<file path="src/rtl/psram_arbiter_pkg.sv">
// psram_arbiter shared types and constants.
// FSM states, latched request bundle, sel encodings.
package psram_arbiter_pkg;

  typedef enum logic [2:0] {
    IDLE,
    LO,
    GAP,
    HI,
    DONE
  } state_t;

  localparam int NUM_MASTERS = 2;

  localparam logic [3:0] SEL_B1 = 4'b0001;
  localparam logic [3:0] SEL_B2 = 4'b0011;
  localparam logic [3:0] SEL_B3 = 4'b0111;
  localparam logic [3:0] SEL_B4 = 4'b1111;

  typedef struct packed {
    logic [20:0] addr;
    logic [3:0]  sel;
    logic        we;
    logic [31:0] data;
  } req_t;

  function automatic logic [15:0] mask_half(
    input logic [15:0] d,
    input logic [1:0]  be
  );
    return {be[1] ? d[15:8] : 8'h00,
            be[0] ? d[7:0]  : 8'h00};
  endfunction

endpackage

</file>
<file path="src/rtl/psram_arbiter_rr_grant2.sv">
// 2-way round-robin picker.
// Tie goes to the port not granted last time.
import psram_arbiter_pkg::*;

module rr_grant2 (
  input  logic       clk_i,
  input  logic       rst_i,
  input  logic [1:0] req,
  input  logic       take,
  output logic       gnt,
  output logic       any
);

  logic last_q;

  assign any = |req;

  // choose a winner from the current requests
  always_comb begin
    gnt = 1'b0;
    unique case (req)
      2'b10:   gnt = 1'b1;
      2'b11:   gnt = ~last_q;
      default: gnt = 1'b0;
    endcase
  end

  // remember who won when the grant is taken
  always_ff @(posedge clk_i) begin
    if (rst_i) begin
      last_q <= 1'b1;
    end else if (take) begin
      last_q <= gnt;
    end
  end

endmodule

</file>
<file path="src/rtl/psram_arbiter.sv">
// Two-port Wishbone arbiter in front of psram.
// Splits each 32-bit access into 16-bit halves.
import psram_arbiter_pkg::*;

module psram_arbiter #(
  parameter int CLK_PERIOD_NS = 20
) (
  input  logic        clk_i,
  input  logic        rst_i,
  input  logic        m0_stb_i,
  input  logic        m0_cyc_i,
  input  logic        m0_we_i,
  input  logic [3:0]  m0_sel_i,
  input  logic [22:0] m0_addr_i,
  input  logic [31:0] m0_data_i,
  output logic        m0_ack_o,
  output logic [31:0] m0_data_o,
  input  logic        m1_stb_i,
  input  logic        m1_cyc_i,
  input  logic        m1_we_i,
  input  logic [3:0]  m1_sel_i,
  input  logic [22:0] m1_addr_i,
  input  logic [31:0] m1_data_i,
  output logic        m1_ack_o,
  output logic [31:0] m1_data_o,
  output logic        s_stb_o,
  output logic        s_cyc_o,
  output logic        s_we_o,
  output logic [1:0]  s_sel_o,
  output logic [21:0] s_addr_o,
  output logic [15:0] s_data_o,
  input  logic        s_ack_i,
  input  logic [15:0] s_data_i
);

  state_t state, nxt;
  req_t   r_q;
  logic   g_q;
  logic   gnt, any, take, stb_g, hi;
  logic [1:0] req;
  logic [1:0] done_q;
  logic [NUM_MASTERS-1:0][31:0] rd_q;

  assign req   = {m1_stb_i & m1_cyc_i,
                  m0_stb_i & m0_cyc_i};
  assign take  = (state == IDLE) & any;
  assign stb_g = g_q ? m1_stb_i : m0_stb_i;
  assign hi    = (state == HI);

  rr_grant2 u_rr (
    .clk_i (clk_i),
    .rst_i (rst_i),
    .req   (req),
    .take  (take),
    .gnt   (gnt),
    .any   (any)
  );

  // state register
  always_ff @(posedge clk_i) begin
    if (rst_i) begin
      state <= IDLE;
    end else begin
      state <= nxt;
    end
  end

  // next state and slave-side outputs
  always_comb begin
    nxt      = state;
    s_stb_o  = 1'b0;
    s_cyc_o  = 1'b0;
    s_we_o   = 1'b0;
    s_sel_o  = 2'b00;
    s_addr_o = '0;
    s_data_o = '0;
    unique case (state)
      IDLE: if (any) nxt = LO;
      LO: begin
        if (s_ack_i) begin
          nxt = (r_q.sel[3:2] != 2'b00) ? GAP : DONE;
        end
      end
      GAP:  nxt = HI;
      HI:   if (s_ack_i) nxt = DONE;
      DONE: if (!stb_g) nxt = IDLE;
      default: nxt = IDLE;
    endcase
    if (state == LO || state == HI) begin
      s_stb_o  = 1'b1;
      s_cyc_o  = 1'b1;
      s_we_o   = r_q.we;
      s_sel_o  = hi ? r_q.sel[3:2] : r_q.sel[1:0];
      s_addr_o = {r_q.addr, hi};
      s_data_o = hi ? r_q.data[31:16] : r_q.data[15:0];
    end
  end

  // latch request on grant, collect read halves, register done
  always_ff @(posedge clk_i) begin
    if (rst_i) begin
      r_q    <= '0;
      g_q    <= 1'b0;
      rd_q   <= '0;
      done_q <= '0;
    end else begin
      done_q <= '0;
      if (state == DONE && stb_g) begin
        done_q[g_q] <= 1'b1;
      end
      if (take) begin
        g_q <= gnt;
        r_q <= gnt
          ? {m1_addr_i[22:2], m1_sel_i, m1_we_i, m1_data_i}
          : {m0_addr_i[22:2], m0_sel_i, m0_we_i, m0_data_i};
        rd_q[gnt] <= '0;
      end
      if (s_ack_i && state == LO) begin
        rd_q[g_q][15:0] <= mask_half(s_data_i, r_q.sel[1:0]);
      end
      if (s_ack_i && state == HI) begin
        rd_q[g_q][31:16] <= mask_half(s_data_i, r_q.sel[3:2]);
      end
    end
  end

  assign m0_ack_o  = done_q[0] & m0_stb_i;
  assign m1_ack_o  = done_q[1] & m1_stb_i;
  assign m0_data_o = rd_q[0];
  assign m1_data_o = rd_q[1];

  a_period: assert property (@(posedge clk_i) CLK_PERIOD_NS > 0);
  a_gap: assert property (@(posedge clk_i) disable iff (rst_i)
    (state == GAP) |-> !s_stb_o);
  a_one_ack: assert property (@(posedge clk_i)
    !(m0_ack_o && m1_ack_o));

endmodule

</file>
<file path="config.mk">
export PLATFORM = sky130hd
export DESIGN_NAME = psram_arbiter
export DESIGN_NICKNAME = d
export VERILOG_FILES = /design/src/rtl/psram_arbiter_pkg.sv /design/src/rtl/psram_arbiter_rr_grant2.sv /design/src/rtl/psram_arbiter.sv
export SDC_FILE = /design/constraint.sdc
export NUM_CORES = 1
export LEC_CHECK = 0
export CAP_MARGIN = 20
export CORE_ASPECT_RATIO = 0.9
export CORE_MARGIN = 2
export CORE_UTILIZATION = 36
export CTS_CLUSTER_SIZE = 40
export DETAILED_ROUTE_END_ITERATION = 10
export PLACE_DENSITY = 0.72
export SYNTH_ARGS = -nofsm -noshare
export SYNTH_HDL_FRONTEND = slang
export SYNTH_SLANG_ARGS = --single-unit
</file>
<file path="constraint.sdc">
create_clock -name clk_i -period 1.8 [get_ports clk_i]
set_input_delay 0.45 -clock clk_i [delete_from_list [all_inputs] [get_ports clk_i]]
set_output_delay 0.45 -clock clk_i [all_outputs]
set_load 0.02 [all_outputs]
</file>
Yosys cells after proc, flatten, opt, wreduce, memory -nomap -nowiden
Index checks and enable logic that the tools add are counted.

$add $sub $neg: 0. $mul: 0. Div/mod/pow operators: 0. Magnitude comparators: 4. Equality and inequality tests: 10. Shift-type cells: 0. Mux-type cells: 35. Bitwise gates (word level): 9. Reductions and logical operators: 11.

Operators with widths (number): $mux 64 (5); $bwmux 64 (2); $demux 32 s1 (3); $and 64x64->64 (1); $mux 32 (2); $not 64->64 (1); $mux 58 (1); $mux 16 (3); $mux 8 (4); $mux 22 (1); $mux 3 (5); $pmux 3 s5 (1); $ne 2x2->1 const B (4); $eq 3x2->1 const B (2); $and 1x1->1 (5); $logic_and 1x1->1 (5); $eq 2x2->1 const B (2); $lt 1x2->1 const B (2); $mux 1 (4); $mux 2 (2); $reduce_and 4->1 (1); $reduce_or 2->1 (2); $eq 3x1->1 const B (1); $eq 3x3->1 const B (1); 7 further kinds (9).

Register bits after elaboration: 129. Bits in latches: 0. Bits in writable memories: 0. Bits in read-only memories: 0. Input bits: 143. Output and inout bits: 109. Word-level logic and storage cells: 79. Memories kept: 0.

Longest topological paths before layout
Word-level depth: 16. Mapped depth: 7. Gate-level depth less buffers: 5.

Modules after synthesis
A second synthesis with hierarchy kept.

Cells, all modules: 626. Area total of the unflattened synthesis: 6226.0 µm².

Modules (own cells, without submodules): psram_arbiter (instances 1, cells an instance 621, area each 6177.2 µm², sequential area each 2562.5 µm²); rr_grant2 (instances 1, cells an instance 5, area each 48.8 µm², sequential area each 20.0 µm²).

Least setup slack after synthesis
OpenSTA, ideal clock, no wires.

Path type: register to output. From: register state[1]. To: output port s_data_o[11]. Arrival: 1.557 ns. Data required time: 1.350 ns. Slack: -0.207 ns. Cell stages (with the launch flop): 6. Path buffers: 3. Cell sequence: dfxtp_1 -> clkbuf_1 -> buf_2 -> buf_2 -> mux2i_1 -> nor2_1.

Word-level cells in the longest chain between the ends: 3. Elaborated cells on any way between the ends: 5. Those cells by class: eq/ne: 2; mux: 2; reduce/logical: 1.

RTL lines: start: declaration (line psram_arbiter.sv:36) `state_t state, nxt;`; start signal: assignment (line psram_arbiter.sv:64) `state <= nxt;`; $eq 3x2->1 / $eq 3x1->1 (equally long branches) (line psram_arbiter.sv:48, psram_arbiter.sv:89); $mux 16 / $logic_or 1x1->1 (equally long branches) (line psram_arbiter.sv:95, psram_arbiter.sv:89); $mux 16 (*) (line psram_arbiter.sv:89) `if (state == LO || state == HI) begin`; end: declaration (line psram_arbiter.sv:31) `output logic [15:0] s_data_o,`.

Mark *: on every way between the ends. The rest lies on a longest branch, timed or not.

Worst setup path after layout
From: register state[1]. To: output port s_data_o[14].

The elaborated chain is that of the path after synthesis.

==> impl_metrics.ini <==
[run_status]
run_status = finished, violations left
failed_checks = negative setup slack

[global_routing]
grt_first_pass_wirelength_um = 27970
grt_start_max_net_pins = 42
global_route.overflow_total = 0
first_global_vias = 5417
antenna_found_initial = 0
grt_use_total = 0.2419

[timing]
min_period_ns = 1.936
setup_viol_count_final = 86
relSlewSlack = 0.6842
grt_setup_unrepaired = true
finalWorstSetupSlack_ns = -0.1359
timing_limited_maximum_frequency_mhz = 516.6
final_hold_viol_count = 0
finalClockSkew_ns = 0.006876
period_share = 1.075
timing_max_transition_violations_final = 0
worstMarginPinSlew_ns = 0.4737

[critical_path]
critPathArrivalTime_ns = 1.49
crit_required_ns = 1.35
worstSetupStartpointType = flop
critPathKind = flop to output port
setup.worst_path.end_class = output port
critical_path_peak_fanout = 5

[clocking]
cts.root.buffer_cell = sky130_fd_sc_hd__clkbuf_16
cts.clk_slew.worst_paths_ns = 0.06
cts-htree-levels = 4
tritoncts = built
clk_path_buf_depth = 2
numCtsBuffers = 17
tritoncts_num_sinks = 129
worst_skew_pair_latency_ns = 0.41

[routing]
drc = 0
drt-wirelength-per-cell_um = 18.89
drt_iter0_markers = 328
route.antenna.remaining_nets = 0
drtPass1Iterations = 5
wirelength_um = 19700
vias = 5562
drt-vias-per-instance = 5.333

[yosys]
synth_cell_types = 32
postSynthNetCount = 704
synth_seq_area_share = 0.5113
synth.top_cells.by_area = sky130_fd_sc_hd__dfxtp_1 (51%), sky130_fd_sc_hd__nand2_1 (11%), sky130_fd_sc_hd__a22oi_1 (8.6%), sky130_fd_sc_hd__a22o_1 (8.5%), sky130_fd_sc_hd__mux2i_1 (3.4%)
synth-edff-count = 0
yosysWarningCount = 0
yosys.area.top_type_share = 0.5113
synth-main-ff-cell = sky130_fd_sc_hd__dfxtp_1
postSynthAreaPerCell_um2 = 9.004
synth.cell_area_um2 = 5051
syn_inst = 561
synth_commonest_cells = sky130_fd_sc_hd__nand2_1 (142), sky130_fd_sc_hd__dfxtp_1 (129), sky130_fd_sc_hd__a22oi_1 (58), sky130_fd_sc_hd__a22o_1 (49), sky130_fd_sc_hd__and3_1 (27)
synth-seq-cells = 129
synth.largest_area_cell = sky130_fd_sc_hd__dfxtp_1
async_flop_share = 0
synth.most_common_cell = sky130_fd_sc_hd__nand2_1

[min_path]
min-delay-path-class = flop to flop

[floorplanning]
die_x_um = 128.9
floorplan.io_pins = 252
die_area_um2 = 15000
initial_utilization = 0.3647
chipHeight_um = 116.4
floorplan.rows = 41
core_area_um2 = 13850

[power_and_ir_drop]
leakage_uw = 0.004189
internal-power_uw = 5644
sw_frac_of_total = 0.2766
clockPowerShare = 0.417
comb_power_share = 0.186
pwr_density_cell_nw_per_um2 = 815.2
irDropWorstVdd_mv = 0.5924
seqPwrFrac = 0.397
power.net_switching_uw = 2158

[layout]
num-nets-final = 1001
fraction_of_the_core_area_covered_by_cells_at_the_end_of_the_flow = 0.6909
area_growth_pct = 89.45
layout-drive-gt1-share = 0.2675
final-instance-count-excl-fill = 1043
antenna-diode-count = 0

[placed_design]
io_buffer_count = 247
detailed_place_hpwl_um = 12230
cells_after_dpl = 978
finalWeightedCongestion = 0.8217

[run]
drv_cap = 0
-- worst paths after layout --
kind / start / end / slack (ns) / cells past startpoint
worst max register to register: state[1]$_SDFFE_PP0P_ / r_q[49]$_SDFFE_PP0N_ / -0.11 / 8
worst min register to register: m1_data_o[26]$_SDFF_PP0_ / m1_data_o[26]$_SDFF_PP0_ / 0.47 / 1
worst min-delay path: m1_data_o[26]$_SDFF_PP0_ / m1_data_o[26]$_SDFF_PP0_ / 0.47 / 1
worst max-delay path: state[1]$_SDFFE_PP0P_ / s_data_o[14] / -0.14 / 5
-- through the flow --
step | hold slack [ns] | area, µm² | setup WS (ns) | total power [µW] | TNS (ns)
after floorplan | 0.4489 | 5079 | -0.02066 | 3548 | -0.02066
after global placement | 0.4590 | 7994 | -0.3557 | 4166 | -41.04
after detailed placement | 0.4548 | 7994 | -0.4007 | 4193 | -44.33
after CTS | 0.4712 | 8891 | -0.1259 | 7594 | -3.737
after global routing | 0.4836 | 9569 | -0.1837 | 8058 | -9.546
final | 0.4688 | 9569 | -0.1359 | 7801 | -3.716
-- cell families (layout without fill, tap and decap cells) --
family | after synthesis | count (layout) | share of synthesized area
mux | 17 | 17 | 0.03369
compound gates | 154 | 154 | 0.2227
flops | 129 | 129 | 0.5113
simple gates | 217 | 217 | 0.1905
buf+inv | 44 | 354 | 0.04186
-- placed cells by master, fill, tap and decap left out, drive strengths merged, types with 2 or more instances in the layout --
| master | n |
|---|---|
| nand2 | 142 |
| clkdlybuf4s50 | 137 |
| dfxtp | 129 |
| buf | 109 |
| dlygate4sd2 | 62 |
| a22oi | 58 |
| a22o | 49 |
| and3 | 27 |
| a21oi | 25 |
| nor2 | 25 |
| clkbuf | 24 |
| mux2i | 17 |
| o21ai | 16 |
| inv | 9 |
| clkinv | 6 |
| nor3 | 6 |
| nand3 | 3 |
| dlymetal6s2s | 3 |
| nand2b | 3 |
| and2 | 2 |
| o31ai | 2 |
| nand4 | 2 |
| clkinvlp | 2 |
| clkdlybuf4s15 | 2 |
| nor3b | 2 |
| or4 | 2 |
-- power by group through the flow --
| stage | clock network, µW | registers (µW) | logic [µW] |
|---|---|---|---|
| after floorplan | 0 | 3100 | 444 |
| after global placement | 0 | 3120 | 1050 |
| after CTS | 3290 | 3080 | 1220 |
| final | 3250 | 3100 | 1450 |
| after detailed placement | 0 | 3130 | 1070 |
| after global routing | 3420 | 3110 | 1520 |
-- final cells by class --
type / count / area, µm²
clock buffers: 18 / 439.2
clock inverters: 14 / 121.4
fillers: 1064 / 4282
inverters: 3 / 18.77
multi-input cells: 388 / 2720
flip-flops and latches: 129 / 2594
well taps: 172 / 215.2
repair buffers: 319 / 3461
-- worst max-delay path, cell delays in order, from the launching register on --
cell	delay, ns
sky130_fd_sc_hd__dfxtp_4	0.39
sky130_fd_sc_hd__buf_12	0.13
sky130_fd_sc_hd__buf_16	0.13
sky130_fd_sc_hd__mux2i_4	0.25
sky130_fd_sc_hd__nor2_4	0.05
sky130_fd_sc_hd__buf_6	0.12
-- sequential cells by signal (all words and copies together) (netlist names) --
register,cells
done_q,2
g_q,1
m0_data_o,32
m1_data_o,32
r_q,58
state,3
u_rr.last_q,1
-- repair_timing --
| item | in CTS | in global routing |
|---|---|---|
| gates resized for setup | 325 | 99 |
| hold buffers | 0 | 0 |
| cloned | 8 | 7 |
| buffers inserted | 7 | 11 |
| setup endpoints to repair | 155 | 147 |
| pin swaps | 17 | 11 |
| hold endpoints to repair | 0 | 0 |
-- metal layers --
| metal | track usage | routed length, µm |
|---|---|---|
| met1 | 0.2821 | 8083 |
| met2 | 0.4317 | 9784 |
| met3 | 0.08016 | 1675 |
| met4 | 0.05942 | 157 |
| met5 | 0 | 0 |
Note: power is estimated with default switching activity, not from simulation.
